$ cat src/rtl/sync_sdm_inp_buf.sv
// SDM router input buffer: one FIFO per sub-channel, XY route of the head flit,
// and a per-sub-channel IDLE/REQ/XFER handshake with the switch allocator.
module sync_sdm_inp_buf #(
  parameter int VCN   = 1,
  parameter int DW    = 32,
  parameter int DEPTH = 4,
  parameter int DIR   = 0
) (
  input  logic                                    clk,
  input  logic                                    rst,
  input  logic [VCN-1:0]                          i_vld,
  input  logic [VCN-1:0][DW-1:0]                  i_data,
  input  logic [VCN-1:0]                          i_eof,
  output logic [VCN-1:0]                          i_rdy,
  output logic [VCN-1:0]                          o_vld,
  output logic [VCN-1:0]                          o_eof,
  output logic [VCN-1:0][DW-1:0]                  o_data,
  input  logic [VCN-1:0]                          o_rdy,
  output logic [VCN-1:0][4:0]                     arb_r,
  input  logic [VCN-1:0]                          arb_ra,
  input  logic [3:0]                              addrx,
  input  logic [3:0]                              addry,
  output logic [VCN-1:0][$clog2(DEPTH+1)-1:0]     occ,
  output logic [VCN-1:0]                          err
);

  localparam int OW = $clog2(DEPTH + 1);
  localparam int PW = $clog2(DEPTH);
  localparam logic [OW-1:0] FULL = OW'(DEPTH);
  localparam logic [PW-1:0] LAST = PW'(DEPTH - 1);

  // Port index doubles as the bit position in the one-hot request {L,E,N,W,S}.
  typedef enum logic [2:0] {P_S = 3'd0, P_W = 3'd1, P_N = 3'd2, P_E = 3'd3, P_L = 3'd4} port_t;
  typedef enum logic [1:0] {IDLE, REQ, XFER} state_t;

  for (genvar g = 0; g < VCN; g++) begin : g_ch
    logic [DW:0]    r_mem [DEPTH];
    logic [PW-1:0]  r_wr_ptr, r_rd_ptr;
    logic [OW-1:0]  r_occ;
    state_t         r_state, w_state_nxt;
    logic [4:0]     r_route;
    logic           r_err;
    logic [DW:0]    w_head;
    logic [3:0]     w_dx, w_dy;
    port_t          w_port;
    logic           w_uturn, w_load, w_push, w_pop;

    assign i_rdy[g]  = (r_occ < FULL);
    assign w_push    = i_vld[g] & i_rdy[g];
    assign w_pop     = o_vld[g] & o_rdy[g];
    assign w_head    = r_mem[r_rd_ptr];
    assign w_dx      = w_head[DW-1 -: 4];
    assign w_dy      = w_head[DW-5 -: 4];

    assign o_data[g] = w_head[DW-1:0];
    assign o_eof[g]  = w_head[DW];
    assign o_vld[g]  = (r_state == XFER) && (r_occ != '0);
    assign arb_r[g]  = (r_state == IDLE) ? 5'b0 : r_route;
    assign occ[g]    = r_occ;
    assign err[g]    = r_err;

    // NOTE: storage has no reset; r_occ alone decides whether an entry is visible.
    always_ff @(posedge clk) begin
      if (w_push) r_mem[r_wr_ptr] <= {i_eof[g], i_data[g]};
    end

    // NOTE: sequential state uses non-blocking assignment so every register samples pre-edge values.
    always_ff @(posedge clk) begin
      if (rst) begin
        r_wr_ptr <= '0;
        r_rd_ptr <= '0;
        r_occ    <= '0;
      end else begin
        if (w_push) r_wr_ptr <= (r_wr_ptr == LAST) ? '0 : r_wr_ptr + 1'b1;
        if (w_pop)  r_rd_ptr <= (r_rd_ptr == LAST) ? '0 : r_rd_ptr + 1'b1;
        case ({w_push, w_pop})
          2'b10:   r_occ <= r_occ + 1'b1;
          2'b01:   r_occ <= r_occ - 1'b1;
          default: r_occ <= r_occ;
        endcase
      end
    end

    // NOTE: every combinational output gets a default first, so no path can infer a latch.
    always_comb begin
      w_port = P_L;
      if      (w_dx > addrx) w_port = P_S;
      else if (w_dx < addrx) w_port = P_N;
      else if (w_dy > addry) w_port = P_E;
      else if (w_dy < addry) w_port = P_W;
      w_uturn = (DIR < 4) && (w_port == port_t'(3'(DIR)));
      if (w_uturn) w_port = P_L;
    end

    always_comb begin
      w_state_nxt = r_state;
      w_load      = 1'b0;
      case (r_state)
        IDLE: if (r_occ != '0) begin
          w_load      = 1'b1;
          w_state_nxt = REQ;
        end
        REQ:  if (arb_ra[g]) w_state_nxt = XFER;
        XFER: if (w_pop && w_head[DW]) w_state_nxt = IDLE;
        default: w_state_nxt = IDLE;
      endcase
    end

    always_ff @(posedge clk) begin
      if (rst) begin
        r_state <= IDLE;
        r_route <= '0;
        r_err   <= 1'b0;
      end else begin
        r_state <= w_state_nxt;
        if (w_load) r_route <= 5'b1 << w_port;
        if (w_load && w_uturn) r_err <= 1'b1;
      end
    end
  end

endmodule

$ cat config.mk
export PLATFORM = sky130hd
export DESIGN_NAME = sync_sdm_inp_buf
export DESIGN_NICKNAME = d
export VERILOG_FILES = /design/src/rtl/sync_sdm_inp_buf.sv
export SDC_FILE = /design/constraint.sdc
export NUM_CORES = 1
export LEC_CHECK = 0
export CAP_MARGIN = 40
export CORE_UTILIZATION = 35
export CTS_CLUSTER_SIZE = 10
export DETAILED_ROUTE_END_ITERATION = 10
export PLACE_DENSITY_LB_ADDON = 0.15
export RECOVER_POWER = 50
export SYNTH_ARGS = -nofsm -noshare
export SYNTH_HDL_FRONTEND = slang
export SYNTH_SLANG_ARGS = --single-unit
export TNS_END_PERCENT = 100
$ cat constraint.sdc
create_clock -name clk -period 7.01 [get_ports clk]
set_clock_uncertainty 0.1 [all_clocks]
set_input_delay 1.402 -clock clk [delete_from_list [all_inputs] [get_ports clk]]
set_output_delay 1.402 -clock clk [all_outputs]
set_load 0.03 [all_outputs]
==> impl_metrics.ini <==
[synthesis]
ys_async_sr_fraction_pct = 0
syn_area_um2 = 5793
synth.avg_cell_area_um2 = 19.64
synth-seq-cells = 149
synthAdderAreaFrac_pct = 3.369
yosysMostFrequentCell = edfxtp_1
muxShareOfSynthArea_pct = 13.00
ys_types = 38
yosysSeqAreaShare_pct = 74.30
yosysTopAreaCellShare_pct = 68.42
synth_nets = 356
synth-simple-area-share_pct = 4.428
synth_top_family_by_area = multiplexers
ys.flop_type = edfxtp_1
synth_compound_gate_area_share_pct = 2.570
synthCells = 295
synth_edf_count = 132
yosys.area_share.xor_xnor_pct = 0.3024
synth_warnings = 0
yosys.area.top_type = edfxtp_1
synth.area.top_cells = edfxtp_1 (68%), mux4_2 (13%), dfxtp_1 (5.9%)
synthTopCellsByCount = edfxtp_1 (132), mux4_2 (33), inv_1 (18)

[floorplan]
chipHeight_um = 130.7
core_area_um2 = 16000
start_util_pct = 36.21
num_rows = 46
die-area_um2 = 17070
io_pins = 90
die_w_um = 130.7

[routing]
dr_total_vias = 2961
routed_wl_um = 11240
first_pass_iters = 4
wl_met3_um = 537
ant_nets = 0
highest_layer = met5
drt-met1-wl_um = 4941
drt_iter0_drc = 199
drc_errors = 0
viasPerCell = 4.693
wl_per_cell_um = 17.82
dr_wl_met2_um = 5664

[pwr]
peakVddDrop_mv = 0.1708
clkPwrFrac_pct = 41.3
seq_power_share_pct = 48.7
cellLeakagePower_nw = 2.559
p_switching_uw = 466.7
internal_power_mw = 1.623
sw_frac_of_total_pct = 22.34
power.density_nw_per_um2 = 274.0
combinationalPowerShare_pct = 10.0

[layout]
seqCellArea_um2 = 4307
final_cells = 631
area_delta_synth_final_pct = 31.64
drive_above_1_share_pct = 19.13
fillerInstances = 1381
multi_input_area_um2 = 1373
num-nets-final = 461
design_area_um2 = 7626

[cts]
ctsResizeCount = 0
cts.sinks = 149
clockRootBuffer = clkbuf_16
hold_buffers = 0
post_cts_buffers = 0
cts_tree = done
clock_path_buffers = 2
cts_max_level = 4
clock_latency_ns = 0.41
path_clk_slew_ns = 0.06
cts_buffers = 17

[timing]
slew_headroom_pct = 5.262
finalHoldViolCount = 0
min_period_ns = 4.037
slew_viol_final = 0
finalSetupTns_ns = 0
setup_viol = 0
whs_ns = 0.3481
rsz0062_at_grt = false
finalCritPeriodShare_pct = 57.59
max_freq_mhz = 247.7
tightest_slew_ns = 1.420

[setup_path]
slowest_delay_ns = 0.62
cp_max_fo = 33
worst_setup_path_start_kind = flop
crit_chain = buf_4 -> mux4_2 -> clkdlybuf4s50_1
cp.required_ns = 5.51
reg2regPathDepth = 7
cpMaxStageDelayCell = mux4_2
arrival_ns = 2.53
crit_type = reg -> out
end_kind = output pin

[place]
place_area_um2 = 7057
place_inst = 597
dp_hpwl_um = 7298
gp_congestion = 0.7304
io_buffer_count = 89

[grt]
grt_pass1_vias = 3146
grt_max_degree = 34
antenna_found_initial = 3
grtUsageTotal_pct = 14.39
grt_pass1_wl_um = 17280
gr-total-overflow = 0

[status]
outcome = completed

[job]
maxCapViolCount = 0

[worst_hold_path]
min_path_cells = 2
min_path_type = reg -> reg
-- area by class of cell --
type                    count  area share, %
flip-flops and latches    149          56.47
multi-input cells         119          18.00
repair buffers             95          13.58
clock buffers              19          5.677
well taps                 216          3.544
clock inverters            13          1.772
inverters                  18         0.8860
diodes                      2        0.06563
-- routing by layer --
layer	global-route usage (%)	vias to the layer above
met5	0	-
met4	5.274	2
met3	4.967	8
met2	23.90	77
met1	17.36	1480
li1	-	1394
-- sequential cells by signal (all words and copies together) (netlist names), named ones only --
signal         count
g_ch.r_route       5
g_ch.r_mem       132
g_ch.r_wr_ptr      2
err                1
g_ch.r_state       2
occ                3
g_ch.r_rd_ptr      2
-- cell families after synthesis --
kind of cell | count (synthesis)
adder cells (fa/ha/maj) | 15
AO/OA/AOI/OAI | 23
flip-flops | 149
AND/OR/NAND/NOR | 45
buffers and inverters | 27
XOR/XNOR | 2
multiplexers | 34
-- power groups by stage --
stage                     Combinational, mW  Sequential, mW  Clock [mW]
after global placement                0.205            1.04           0
after floorplan                       0.111            1.04           0
final                                 0.209            1.02       0.862
after detailed placement              0.216            1.04           0
after CTS                             0.218            1.02       0.886
after global routing                  0.227            1.02       0.922
-- cells in the final DEF, fill, tap and decap left out, types with 11 or more instances in the layout --
cell type,netlist,final
edfxtp_1,132,132
clkdlybuf4s50_1,0,53
dlygate4sd3_1,0,36
mux4_2,33,33
inv_1,18,18
clkbuf_16,0,17
dfxtp_1,17,15
ha_1,14,14
a21oi_1,12,12
nor2_1,11,11
-- path summary, 6_finish.rpt --
| check | end | from | slack, ns |
|---|---|---|---|
| min reg2reg | err | err | 0.35 |
| max | o_data[10] | flop | 2.97 |
| max reg2reg | g_ch[0].r_route[4] | flop | 4.08 |
| min | err | err | 0.35 |
-- metrics by stage --
step                      util, %  power (mW)  setup WS [ns]
after floorplan                 -       1.150          3.878
after global placement      43.24       1.241          3.347
after detailed placement    44.10       1.253          3.340
after CTS                   47.65       2.122          2.884
after global routing        47.65       2.171          2.798
final                       47.66       2.089          2.973
-- critical path, delay by kind of cell (launching register included) --
family,cells,cell delay [ns]
muxes,1,0.62
DFF,1,0.31
buffers and inverters,2,1.16
(Power assumes the default switching activity.)
